File: src/rtl/pwm_bridge_monitor_pkg.sv
// Shared power-stage definitions: default measurement width, saturation
// constant and the bridge cycle state enumeration used by the bridge
// generator and the bridge monitor.
package pwm_bridge_monitor_pkg;

  localparam int unsigned CNT_W = 21;
  localparam logic [CNT_W-1:0] CNT_MAX = '1;

  typedef enum logic [2:0] {
    WAIT_A = 3'd0,
    A_ON   = 3'd1,
    GAP_AB = 3'd2,
    B_ON   = 3'd3,
    GAP_BA = 3'd4
  } pwr_state_e;

endpackage

File: src/rtl/pwm_in_sync.sv
// Multi-flop synchronizer for one asynchronous PWM input.
//   clk, rst : rising-edge clock, synchronous active-high reset (flops -> 0)
//   d        : asynchronous input
//   q        : input delayed through SYNC_STAGES flops
module pwm_in_sync #(
  parameter int unsigned SYNC_STAGES = 2
) (
  input  logic clk,
  input  logic rst,
  input  logic d,
  output logic q
);

  logic [SYNC_STAGES-1:0] sync_q;
  logic [SYNC_STAGES-1:0] sync_d;

  always_comb begin
    sync_d = {sync_q[SYNC_STAGES-2:0], d};
  end

  always_ff @(posedge clk) begin
    if (rst) sync_q <= '0;
    else     sync_q <= sync_d;
  end

  assign q = sync_q[SYNC_STAGES-1];

endmodule

File: src/rtl/pwm_bridge_monitor.sv
// Half-bridge gate-drive monitor: measures A-high, A->B deadtime, B-high,
// B->A deadtime and period of each complete PWM cycle, and flags
// shoot-through (A and B both high) and stalls (no edge within timeout).
//   clk, rst        : rising-edge clock, synchronous active-high reset
//   pwmA, pwmB      : asynchronous high/low-side gate drives
//   timeout         : stall limit in clk cycles, 0 disables
//   flt_clr         : clears the sticky fault flags
//   a_high..period  : last complete cycle's measurements
//   meas_valid      : one-cycle pulse when measurements update
//   overlap_flt     : sticky shoot-through flag
//   stall_flt       : sticky stall flag
module pwm_bridge_monitor
  import pwm_bridge_monitor_pkg::*;
#(
  parameter int unsigned SYNC_STAGES = 2,
  parameter int unsigned CNT_W       = pwm_bridge_monitor_pkg::CNT_W
) (
  input  logic             clk,
  input  logic             rst,
  input  logic             pwmA,
  input  logic             pwmB,
  input  logic [CNT_W-1:0] timeout,
  input  logic             flt_clr,
  output logic [CNT_W-1:0] a_high,
  output logic [CNT_W-1:0] dt_ab,
  output logic [CNT_W-1:0] b_high,
  output logic [CNT_W-1:0] dt_ba,
  output logic [CNT_W-1:0] period,
  output logic             meas_valid,
  output logic             overlap_flt,
  output logic             stall_flt
);

  localparam logic [CNT_W-1:0] CNT_SAT = '1;

  function automatic logic [CNT_W-1:0] sat_inc(input logic [CNT_W-1:0] v);
    return (v == CNT_SAT) ? v : v + 1'b1;
  endfunction

  logic s_a, s_b;

  pwm_in_sync #(.SYNC_STAGES(SYNC_STAGES)) u_sync_a (
    .clk(clk), .rst(rst), .d(pwmA), .q(s_a)
  );
  pwm_in_sync #(.SYNC_STAGES(SYNC_STAGES)) u_sync_b (
    .clk(clk), .rst(rst), .d(pwmB), .q(s_b)
  );

  // Edge-detect register pair: {B, A} current and previous level.
  logic [1:0] lvl_q, lvl_d, lvl_prev_q, lvl_prev_d;
  logic a_rise, a_fall, b_rise, b_fall, any_edge, both_high;

  always_comb begin
    lvl_d      = {s_b, s_a};
    lvl_prev_d = lvl_q;
    a_rise     =  lvl_q[0] & ~lvl_prev_q[0];
    a_fall     = ~lvl_q[0] &  lvl_prev_q[0];
    b_rise     =  lvl_q[1] & ~lvl_prev_q[1];
    b_fall     = ~lvl_q[1] &  lvl_prev_q[1];
    any_edge   = |(lvl_q ^ lvl_prev_q);
    both_high  = &lvl_q;
  end

  // Stall counter: cycles since last edge; hit fires once on reaching timeout.
  logic [CNT_W-1:0] stall_cnt_q, stall_cnt_d;
  logic             stall_hit;

  always_comb begin
    stall_cnt_d = any_edge ? '0 : sat_inc(stall_cnt_q);
    stall_hit   = (timeout != '0) && (stall_cnt_d == timeout);
  end

  pwr_state_e state_q, state_d;

  always_comb begin
    state_d = state_q;
    if (both_high || stall_hit) begin
      state_d = WAIT_A;
    end else begin
      unique case (state_q)
        WAIT_A: if (a_rise) state_d = A_ON;
        A_ON:   if (a_fall) state_d = GAP_AB;
        GAP_AB: begin
          if (a_rise)      state_d = A_ON;
          else if (b_rise) state_d = B_ON;
        end
        B_ON:   if (b_fall) state_d = GAP_BA;
        GAP_BA: if (a_rise) state_d = A_ON;
        default: state_d = WAIT_A;
      endcase
    end
  end

  logic start_cycle, cycle_done;

  always_comb begin
    start_cycle = (state_d == A_ON) && (state_q != A_ON);
    cycle_done  = start_cycle && (state_q == GAP_BA);
  end

  logic [CNT_W-1:0] a_on_cnt_q, gap_ab_cnt_q, b_on_cnt_q, gap_ba_cnt_q;
  logic [CNT_W-1:0] a_on_cnt_d, gap_ab_cnt_d, b_on_cnt_d, gap_ba_cnt_d;

  always_comb begin
    a_on_cnt_d   = a_on_cnt_q;
    gap_ab_cnt_d = gap_ab_cnt_q;
    b_on_cnt_d   = b_on_cnt_q;
    gap_ba_cnt_d = gap_ba_cnt_q;
    if (start_cycle) begin
      a_on_cnt_d   = CNT_W'(1);
      gap_ab_cnt_d = '0;
      b_on_cnt_d   = '0;
      gap_ba_cnt_d = '0;
    end else begin
      unique case (state_d)
        A_ON:    a_on_cnt_d   = sat_inc(a_on_cnt_q);
        GAP_AB:  gap_ab_cnt_d = sat_inc(gap_ab_cnt_q);
        B_ON:    b_on_cnt_d   = sat_inc(b_on_cnt_q);
        GAP_BA:  gap_ba_cnt_d = sat_inc(gap_ba_cnt_q);
        default: ;
      endcase
    end
  end

  logic [CNT_W-1:0] a_high_q, dt_ab_q, b_high_q, dt_ba_q, period_q;
  logic [CNT_W-1:0] a_high_d, dt_ab_d, b_high_d, dt_ba_d, period_d;
  logic             meas_valid_q, meas_valid_d;
  logic             overlap_q, overlap_d, stall_flt_q, stall_flt_d;
  logic [CNT_W+1:0] cycle_sum;

  always_comb begin
    cycle_sum = (CNT_W+2)'(a_on_cnt_q) + (CNT_W+2)'(gap_ab_cnt_q)
              + (CNT_W+2)'(b_on_cnt_q) + (CNT_W+2)'(gap_ba_cnt_q);
    a_high_d     = a_high_q;
    dt_ab_d      = dt_ab_q;
    b_high_d     = b_high_q;
    dt_ba_d      = dt_ba_q;
    period_d     = period_q;
    meas_valid_d = cycle_done;
    if (cycle_done) begin
      a_high_d = a_on_cnt_q;
      dt_ab_d  = gap_ab_cnt_q;
      b_high_d = b_on_cnt_q;
      dt_ba_d  = gap_ba_cnt_q;
      period_d = (cycle_sum > (CNT_W+2)'(CNT_SAT)) ? CNT_SAT : cycle_sum[CNT_W-1:0];
    end
    // A fault setting in the same cycle as flt_clr wins.
    overlap_d   = (overlap_q   & ~flt_clr) | both_high;
    stall_flt_d = (stall_flt_q & ~flt_clr) | stall_hit;
  end

  always_ff @(posedge clk) begin
    if (rst) begin
      lvl_q        <= '0;
      lvl_prev_q   <= '0;
      stall_cnt_q  <= '0;
      state_q      <= WAIT_A;
      a_on_cnt_q   <= '0;
      gap_ab_cnt_q <= '0;
      b_on_cnt_q   <= '0;
      gap_ba_cnt_q <= '0;
      a_high_q     <= '0;
      dt_ab_q      <= '0;
      b_high_q     <= '0;
      dt_ba_q      <= '0;
      period_q     <= '0;
      meas_valid_q <= 1'b0;
      overlap_q    <= 1'b0;
      stall_flt_q  <= 1'b0;
    end else begin
      lvl_q        <= lvl_d;
      lvl_prev_q   <= lvl_prev_d;
      stall_cnt_q  <= stall_cnt_d;
      state_q      <= state_d;
      a_on_cnt_q   <= a_on_cnt_d;
      gap_ab_cnt_q <= gap_ab_cnt_d;
      b_on_cnt_q   <= b_on_cnt_d;
      gap_ba_cnt_q <= gap_ba_cnt_d;
      a_high_q     <= a_high_d;
      dt_ab_q      <= dt_ab_d;
      b_high_q     <= b_high_d;
      dt_ba_q      <= dt_ba_d;
      period_q     <= period_d;
      meas_valid_q <= meas_valid_d;
      overlap_q    <= overlap_d;
      stall_flt_q  <= stall_flt_d;
    end
  end

  assign a_high      = a_high_q;
  assign dt_ab       = dt_ab_q;
  assign b_high      = b_high_q;
  assign dt_ba       = dt_ba_q;
  assign period      = period_q;
  assign meas_valid  = meas_valid_q;
  assign overlap_flt = overlap_q;
  assign stall_flt   = stall_flt_q;

endmodule

File: config.mk
export PLATFORM = sky130hd
export DESIGN_NAME = pwm_bridge_monitor
export DESIGN_NICKNAME = d
export VERILOG_FILES = /design/src/rtl/pwm_bridge_monitor_pkg.sv /design/src/rtl/pwm_in_sync.sv /design/src/rtl/pwm_bridge_monitor.sv
export SDC_FILE = /design/constraint.sdc
export NUM_CORES = 1
export LEC_CHECK = 0
export CELL_PAD_IN_SITES_DETAIL_PLACEMENT = 1
export CELL_PAD_IN_SITES_GLOBAL_PLACEMENT = 1
export CORE_UTILIZATION = 39
export DETAILED_ROUTE_END_ITERATION = 12
export GPL_ROUTABILITY_DRIVEN = 0
export PLACE_DENSITY_LB_ADDON = 0.1
export SLEW_MARGIN = 20
export SYNTH_ARGS = -nofsm -noshare
export SYNTH_HDL_FRONTEND = slang
export SYNTH_SLANG_ARGS = --single-unit
File: constraint.sdc
create_clock -name clk -period 4.35 [get_ports clk]
set_input_delay 0.87 -clock clk [delete_from_list [all_inputs] [get_ports clk]]
set_output_delay 0.87 -clock clk [all_outputs]
set_load 0.1 [all_outputs]
==> results.json <==
{
  "synth_top_area_share_pct": 36.8,
  "core_area_sq_mm": 0.0307,
  "holdPathStages": 1,
  "die_w_um": 179,
  "yosysMostFrequentCell": "nand2_1",
  "cts_tree": "yes",
  "wl_per_cell_um": 18.7,
  "placed_cells": 2048,
  "start_kind": "flop",
  "worst_slack_ns": 0.208,
  "ant_nets": 0,
  "path_cells": "ha_2 > and4_1 > nand4_1 > or3_1 > a2111oi_0 > a211oi_1 > buf_4 > a2111oi_4 > buf_4 > nand2b_1 > nand3_4 > buf_12 > or3_1 > nand2_1",
  "ir_drop_uv": 290,
  "cp.required_ns": 4.86,
  "p_per_area_mw_per_mm2": 299,
  "regArea_sq_mm": 0.00448,
  "post_dp_cell_area_sq_mm": 0.0146,
  "p_total_mw": 4.64,
  "max_freq_mhz": 241,
  "skew_ns": 0.0296,
  "p_leak_nw": 5.66,
  "cts_max_level": 1,
  "dp_hpwl_um": 30400,
  "n_antenna_cell": 0,
  "synth_commonest_cells": "nand2_1, dfxtp_1, nor2_1",
  "ys_seq_area_share_pct": 36.8,
  "row_count": 64,
  "min-delay-start": "u_sync_b.sync_q[0]$_SDFF_PP0_",
  "drt_iter0_drc": 597,
  "status": "complete, no violations",
  "die-area_sq_mm": 0.0320,
  "cpPeakStageDelay_ns": 0.53,
  "utilization_pct": 50.7,
  "final_hold_viol_count": 0,
  "cts_hold_buf": 0,
  "slowest_stage": "a2111oi_0",
  "gr-total-overflow": 0,
  "ff2ff_setup_slack_ns": 0.21,
  "finalMaxSlewViolations": 0,
  "nets": 1780,
  "grt_pass1_wl_um": 62600,
  "grt.total_usage_pct": 24.8,
  "crit_fanout": 28,
  "tightest_slew_ns": 1.04,
  "drc": 0,
  "initial_utilization_pct": 39.8,
  "pre_cts_ws_ns": -0.105,
  "synth_top_cell_by_area": "dfxtp_1",
  "avgSynthCellArea_sq_um": 8.15,
  "cts_buffers": 26,
  "grt_max_degree": 61,
  "drv_cap": 0,
  "die_h_um": 179,
  "setup_violations": 0,
  "ioPinCount": 134,
  "synth_edf_count": 0,
  "syn_nets": 1596,
  "cpLargestDelayFamily": "simple AND/OR/NAND/NOR gates",
  "multi_input_area_sq_mm": 0.00697,
  "min_period_over_period_pct": 95.2,
  "layout-drive-gt1-share_pct": 10.4,
  "timing.hold.worst_endpoint": "u_sync_b.sync_q[1]$_SDFF_PP0_",
  "crit_type": "flop to flop",
  "vias": 11400,
  "fin_tns_setup_ns": 0,
  "clock-sinks": 224,
  "arrival_ns": 4.65,
  "synth_cell_types": 71,
  "worst_hold_slack_ns": 0.444,
  "routed_wl_um": 39300,
  "first_global_vias": 11600,
  "r2r-start": "stall_cnt_q[0]$_SDFF_PP0_",
  "synth-seq-cells": 224,
  "layoutNonFillerInstCount": 2097,
  "clk_pin_slew_ns": 0.07,
  "synth_area_sq_mm": 0.0122,
  "synthTopCellsByArea": "dfxtp_1, nand2_1, fa_1",
  "cp-end-kind": "flop",
  "ys.flop_type": "dfxtp_1",
  "cts_root_buf": "clkbuf_16",
  "fillers": 3639,
  "postSynthCellCount": 1497,
  "io_buffers": 133,
  "drt_pass1_iterations": 5,
  "ys_warn_count": 0,
  "antenna_found_initial": 0,
  "min_path_type": "flop to flop",
  "stdcell_area_sq_mm": 0.0155,
  "async_flop_share_pct": 0,
  "finalCriticalPeriod_ns": 4.14,
  "routed_via_density": 5.44,
  "cts_max_path_buffers": 3,
  "clk_latency_ns": 0.56,
  "syn_to_final_growth_pct": 27.4,
  "rr_endpoint": "a_on_cnt_q[17]$_SDFFE_PP0P_",
  "ff2ff_path_depth": 14,
  "path_buf_inv": 3,
  "cp-startpoint": "stall_cnt_q[0]$_SDFF_PP0_",
  "relSlewSlack_pct": 30.1
}
[layer usage]
metal	up-vias	track usage, %	share of wire [%]
met5	-	0	0
met4	0	7.63	3.1
met3	63	2.61	3.9
met2	249	40.7	46
met1	5598	34.1	47
li1	5502	-	-
[layout make-up]
| type | count | share of cell area (%) |
|---|---|---|
| inverter | 129 | 3.11 |
| clock buffer | 34 | 4.83 |
| timing repair buffer | 228 | 14.0 |
| sequential | 224 | 28.8 |
| clock inverter | 14 | 1.17 |
| tap | 396 | 3.19 |
| multi-input combinational | 1072 | 44.9 |
[registers in the layout, indices dropped and copies added, names as in the netlist]
name and cells:
overlap_flt 1, b_high 21, period 21, gap_ab_cnt_q 21
b_on_cnt_q 21, u_sync_b.sync_q 2, lvl_prev_q 2, stall_flt 1
gap_ba_cnt_q 21, state_q 3, u_sync_a.sync_q 2, dt_ab 21
meas_valid 1, a_high 21, lvl_prev_d 2, a_on_cnt_q 21
dt_ba 21, stall_cnt_q 21
[worst max-delay path by stage]
| stage | cells past startpoint | to |
|---|---|---|
| floorplan | 18 | period[10]$_SDFFE_PP0P_ |
| CTS | 18 | period[6]$_SDFFE_PP0P_ |
| finish | 14 | a_on_cnt_q[17]$_SDFFE_PP0P_ |
| detailed placement | 13 | gap_ab_cnt_q[13]$_SDFFE_PP0P_ |
| global placement | 13 | gap_ab_cnt_q[13]$_SDFFE_PP0P_ |
| global route | 18 | period[19]$_SDFFE_PP0P_ |
[timing repair]
action	4_1_cts	5_1_grt
pin swaps	0	6
setup buffers	0	1
resized for setup	3	13
setup endpoints to repair	20	126
[cells by family (layout without fill, tap and decap cells)]
logic type      count (synthesis)  count (layout)  synth area share (%)
buf+inv                       201             405                  6.68
simple gates                  626             626                  25.1
mux                             8               8                 0.677
flops                         224             224                  36.8
fa+ha+maj                      73              73                  10.1
xor+xnor                       78              78                  5.71
compound gates                287             287                  15.0
[power by group]
group / internal (mW) / switching [mW] / leakage [nW]
Clock: 1.40 / 0.943 / 0.454
Sequential: 2.06 / 0.00686 / 1.81
Combinational: 0.0880 / 0.147 / 3.40
Total: 3.55 / 1.10 / 5.66
[worst register-to-register path, delay by kind of cell, from the launching register on]
kind            cells  cell delay (ns)
flops               1             0.42
fa+ha+maj           1             0.31
simple gates        7             1.75
buf+inv             3             0.59
compound gates      3             1.03
[cell usage in the layout, fill, tap and decap left out, types with 16 or more instances in the layout]
| cell | count |
|---|---|
| nand2_1 | 226 |
| dfxtp_1 | 224 |
| nor2_1 | 133 |
| clkdlybuf4s50_1 | 132 |
| a21oi_1 | 131 |
| inv_1 | 128 |
| buf_4 | 85 |
| xnor2_1 | 61 |
| nand3_1 | 52 |
| nand4_1 | 43 |
| fa_1 | 41 |
| nor3_1 | 37 |
| a211oi_1 | 31 |
| ha_1 | 30 |
| and3_1 | 27 |
| clkbuf_16 | 26 |
| nor4_1 | 20 |
| o21ai_0 | 19 |
| xor2_1 | 16 |
Power figures use the tool's default switching activity.
==> patch 1, RTL diff (same settings) <==
The 5 states of `pwr_state_e` get a one-hot encoding in 5 bits.
--- a/src/rtl/pwm_bridge_monitor_pkg.sv
+++ b/src/rtl/pwm_bridge_monitor_pkg.sv
@@ -8,8 +8,8 @@
 
-  typedef enum logic [2:0] {
-    WAIT_A = 3'd0,
-    A_ON   = 3'd1,
-    GAP_AB = 3'd2,
-    B_ON   = 3'd3,
-    GAP_BA = 3'd4
+  typedef enum logic [4:0] {
+    WAIT_A = 5'b00001,
+    A_ON   = 5'b00010,
+    GAP_AB = 5'b00100,
+    B_ON   = 5'b01000,
+    GAP_BA = 5'b10000
   } pwr_state_e;
Check against the original RTL: same outputs for any inputs over 10 cycles, from zero or initial values and one cycle with rst high; not proved beyond that.
==> patch 1 against the unedited design <==
- the flow now finishes with violations (setup timing)
- count of clock-buffer cells in the layout unchanged
- design area is 1.1% higher
- synthesized area grew 2.3%
- critical path depth is 3 higher
- sequential cell count is 2 higher
- power increased by 0.32%
- worst setup slack worse by 0.28 ns
- die area rose by 2.3%
- routed wire length grew 6.9%
- global-route usage grew 0.78 points
- clock skew shrank 0.0068 ns
==> patch 1: results (changes against the unedited design) <==
status complete, but fails checks; violated checks setup timing; sequential element share of the synthesized area 0.362 (-0.00512); cell types occupying the most area after synthesis sky130_fd_sc_hd__dfxtp_1, sky130_fd_sc_hd__a21oi_1, sky130_fd_sc_hd__nand2_1; worst hold path startpoint u_sync_a.sync_q[0]; depth of the CTS H-tree 1 (unchanged); share of cells above drive strength 1 0.0936 (-0.0104); compound-gate portion of the synthesized area 0.178 (+0.0280); hold-critical path endpoint u_sync_a.sync_q[1]; leading cell types by count after synthesis sky130_fd_sc_hd__nand2_1, sky130_fd_sc_hd__dfxtp_1, sky130_fd_sc_hd__a21oi_1; initial antenna violation count 0 (unchanged); worst setup margin -0.0688 ns (-0.277 ns); Inserted Clock Buffers 27 (+3.8%); Worst Path Arrival 4.85 ns (+0.20 ns); wire length of the first global-routing pass 67.0 mm (+6.9%); Placed Instance Area 0.0147 mm2 (+0.76%); worst hold margin 0.435 ns (-0.00825 ns); number of setup violations in the final report 21 (+21); worst min path class flip-flop to flip-flop; cell at the root of the clock tree sky130_fd_sc_hd__clkbuf_16; clock latency reported for the late side of the worst-skew pair 0.55 ns; NumNets Final 1821 (+2.3%); # fillers 3803 (+4.5%); clk slew on worst S/H paths 0.06 ns; xor-xnor portion of the synthesized cell area 0.0421 (-0.0150); count of cell types in the netlist 74 (+4.2%); count of routing violations after the opening detailed-route iteration 842 (+41%); vias after detailed routing 12000 (+5.3%); Cells on Worst Hold Path 1 (unchanged); all-layer global routing usage 0.256 (+0.00784); cells on worst reg2reg path 17 (+3); Worst Setup EP period[6]; measured slew at the worst slew-check pin 0.993 ns (-0.0513 ns); number of iterations in the first detailed-routing pass 7 (+2); Setup TNS -1.05 ns (-1.05 ns); buffers from clock root to sink, at most 3 (unchanged); Post-synth top flop sky130_fd_sc_hd__dfxtp_1; post-detailed-placement half-perimeter wirelength 31.4 mm (+3.5%); remaining antenna violation count after routing 0 (unchanged); Yosys warnings 0 (unchanged); fraction of synthesis flops using an asynchronous set or reset pin 0 (unchanged); pin count of the biggest net entering global routing 52 (-15%); clk_skew 0.0228 ns (-0.00676 ns); antenna fix cells 0 (unchanged); worst supply voltage drop on vdd 248 uV (-15%); launch point of the worst path a_on_cnt_q[1]; wirelength, routed 42.0 mm (+6.9%); adder-cell share of the synthesized area 0.0984 (-0.00228); multiplexer area fraction after synthesis 0.00822 (+0.00145); I/O Buffers 133 (unchanged); maximum fanout encountered on the critical timing path 5 (-82%); Synthesized Nets 1676 (+5.0%); Leak 5.60 nW (-0.99%)
-- patch 1: cell type report --
cell class / instances / area (um2) / share of cell area
flip-flops and latches: 226 / 4530 / 0.288
repair buffers: 212 / 2090 / 0.133
multi-input cells: 1120 / 7160 / 0.456
clock buffers: 34 / 752 / 0.0478
clock inverters: 14 / 183 / 0.0116
inverters: 135 / 507 / 0.0322
well taps: 402 / 503 / 0.0320
-- patch 1: kinds of logic (layout without fill, tap and decap cells) --
family                     after synthesis  in the layout
AOI/OAI and AO/OA                      373            373
xor gates and xnor gates                60             60
adders and majority gates               73             73
buffers and inverters                  231            395
DFF                                    226            226
muxes                                   10             10
and+or+nand+nor                        604            604
-- patch 1: worst max-delay path, cell delays in order (launching register included) --
cell and delay (ns):
sky130_fd_sc_hd__dfxtp_2 0.33, sky130_fd_sc_hd__inv_2 0.04, sky130_fd_sc_hd__fa_1 0.55, sky130_fd_sc_hd__inv_1 0.06, sky130_fd_sc_hd__fa_1 0.45, sky130_fd_sc_hd__ha_2 0.20
sky130_fd_sc_hd__fa_2 0.34, sky130_fd_sc_hd__a211o_1 0.30, sky130_fd_sc_hd__o211ai_1 0.15, sky130_fd_sc_hd__a21oi_2 0.12, sky130_fd_sc_hd__o31ai_2 0.26, sky130_fd_sc_hd__a21oi_2 0.12
sky130_fd_sc_hd__a41oi_2 0.19, sky130_fd_sc_hd__a31oi_2 0.14, sky130_fd_sc_hd__mux2_4 0.35, sky130_fd_sc_hd__nor4_4 0.41, sky130_fd_sc_hd__buf_4 0.23, sky130_fd_sc_hd__a21oi_1 0.07
-- patch 1: through the flow --
stage | utilization | worst slack, ns | std cells
floorplan | - | 0.00191 | 1577
global placement | 0.465 | -0.0108 | 2089
global route | 0.498 | -0.211 | 2143
detailed placement | 0.465 | -0.108 | 2089
finish | 0.498 | -0.0688 | 2143
CTS | 0.497 | 0.000298 | 2141
-- patch 1: power by group --
| group | internal (mW) | switching (mW) | leakage [nW] |
|---|---|---|---|
| clock | 1.46 | 0.942 | 0.460 |
| sequential | 2.08 | 0.00714 | 1.82 |
| combinational | 0.0661 | 0.111 | 3.32 |
| total | 3.60 | 1.06 | 5.60 |
-- patch 1: per-layer routing --
layer,part of all wire,wire length [um],vias to the layer above,track usage
met5,0,0,-,0
met4,0.032,1360,0,0.0940
met3,0.044,1830,73,0.0278
li1,-,-,5747,-
met2,0.48,20000,287,0.429
met1,0.45,18800,5915,0.339
-- patch 1: what timing repair did --
| action | in CTS | in global routing |
|---|---|---|
| gates resized for setup | 14 | 11 |
| hold buffers | 0 | 0 |
| endpoints found under the setup margin | 21 | 21 |
| cloned | 2 | 0 |
| setup buffers | 2 | 2 |
| pin swaps | 8 | 3 |
==> patch 2, RTL diff (same settings) <==
Without the edit above. `SYNC_STAGES` is set to 2 in 2 places; all go to 4.
--- a/src/rtl/pwm_in_sync.sv
+++ b/src/rtl/pwm_in_sync.sv
@@ -5,3 +5,3 @@
 module pwm_in_sync #(
-  parameter int unsigned SYNC_STAGES = 2
+  parameter int unsigned SYNC_STAGES = 4
 ) (
--- a/src/rtl/pwm_bridge_monitor.sv
+++ b/src/rtl/pwm_bridge_monitor.sv
@@ -14,3 +14,3 @@
 #(
-  parameter int unsigned SYNC_STAGES = 2,
+  parameter int unsigned SYNC_STAGES = 4,
   parameter int unsigned CNT_W       = pwm_bridge_monitor_pkg::CNT_W
Behaviour: not the same (a bounded check fails within 10 cycles, from zero or initial values and one cycle with rst high).
==> patch 2 against the unedited design <==
- sequential cell count rose by 4
- synthesized area up 5.6%
- utilization down 2.0 points
- combinational power decreased by 37%
- power fell by 0.74%
- design area grew 1.9%
- worst hold slack worse by 0.017 ns
- via count increased by 11%
- routed wire length grew 15%
- worst setup slack worse by 0.028 ns
==> patch 2: results (changes against the unedited design) <==
Top Family by Delay on Critical Path adder cells; wire length of the first global-routing pass 70.9 mm (+13%); Yosys warnings 0 (unchanged); placed instance count 2118 (+3.4%); grt total ovfl 0 (unchanged); global routing usage on met3 0.0402 (+0.0141); Leak 5.26 nW (-7.0%); number of iterations in the first detailed-routing pass 5 (unchanged); clk slew on worst S/H paths 0.06 ns; cell types occupying the most area after synthesis sky130_fd_sc_hd__dfxtp_1, sky130_fd_sc_hd__a21oi_1, sky130_fd_sc_hd__fa_1; count of routing violations after the opening detailed-route iteration 706 (+18%); Internal Power 3.55 mW (+0.23%); all-layer global routing usage 0.265 (+0.0168); post-detailed-placement half-perimeter wirelength 33.2 mm (+9.3%); measured slew at the worst slew-check pin 0.982 ns (-0.0624 ns); vias in the first global route 12700 (+9.9%); Synthesized Nets 1691 (+6.0%); Placed Instance Area 0.0149 mm2 (+2.0%); met1 layer wirelength in the final routing 20.1 mm (+8.6%); pre-CTS worst setup slack 0.0231 ns (+0.128 ns); clk_skew 0.0113 ns (-0.0182 ns); sequential element share of the synthesized area 0.354 (-0.0131); maximum cell stage delay along the critical path 0.54 ns; wire length on met2 21.5 mm (+19%); NumNets Final 1807 (+1.5%); met3 wirelength from detailed routing 2.24 mm (+47%); grt met1 use 0.344 (+0.00375); status finished, final reports clean; non-filler cells, final 2172 (+3.6%); crit path max-delay cell type sky130_fd_sc_hd__fa_1; WL/cell 20.8 um (+11%); Inserted Clock Buffers 28 (+7.7%); M2 GR Usage 0.443 (+0.0367); drt via density 5.86 (+7.6%); leading cell types by count after synthesis sky130_fd_sc_hd__dfxtp_1, sky130_fd_sc_hd__a21oi_1, sky130_fd_sc_hd__inv_1; worst supply voltage drop on vdd 251 uV (-13%); maximum fanout encountered on the critical timing path 10 (-64%); count of cell types in the netlist 70 (-1.4%); pin count of the biggest net entering global routing 75 (+23%); # fillers 3911 (+7.5%); synthesized instance count 1592 (+6.3%)
-- patch 2: worst paths after layout --
| check | startpoint | endpoint | slack [ns] | cells past startpoint |
|---|---|---|---|---|
| min reg2reg | u_sync_b.sync_q[3] | lvl_prev_d[1] | 0.43 | 1 |
| max | gap_ab_cnt_q[2] | period[20] | 0.18 | 15 |
| min | u_sync_b.sync_q[3] | lvl_prev_d[1] | 0.43 | 1 |
| max reg2reg | gap_ab_cnt_q[2] | period[20] | 0.18 | 15 |
-- patch 2: final cells by class --
type | count | share of cell area
Multi-Input combinational cell | 1117 | 0.465
Sequential cell | 228 | 0.288
Timing Repair Buffer | 199 | 0.121
Clock buffer | 41 | 0.0537
Tap cell | 442 | 0.0349
Inverter | 134 | 0.0317
Clock inverter | 11 | 0.00553
-- patch 2: what timing repair did --
item                                    in CTS  in global routing
hold endpoints to repair                     0                  0
endpoints found under the setup margin       0                 21
setup buffers                                0                  1
resized for setup                            0                  9
-- patch 2: logic make-up after synthesis --
family                     synth area share
buffers and inverters                0.0770
xor gates and xnor gates             0.0224
DFF                                   0.354
adders and majority gates            0.0954
and+or+nand+nor                       0.213
AOI/OAI and AO/OA                     0.234
muxes                               0.00408
-- patch 2: power groups by stage --
stage	logic (mW)	clock network, mW	registers, mW
after floorplan	0.0777	0	2.14
after global placement	0.146	0	2.15
after detailed placement	0.147	0	2.15
after CTS	0.147	2.41	2.10
after global routing	0.160	2.51	2.10
final	0.149	2.36	2.10
-- patch 2: per-stage QoR --
stage | power [mW] | utilization | hold WS (ns)
6_report | 4.61 | 0.487 | 0.427
3_5_place_dp | 2.29 | 0.457 | 0.424
4_1_cts | 4.66 | 0.485 | 0.434
5_1_grt | 4.77 | 0.487 | 0.450
3_3_place_gp | 2.29 | 0.457 | 0.416
2_1_floorplan | 2.22 | - | 0.414
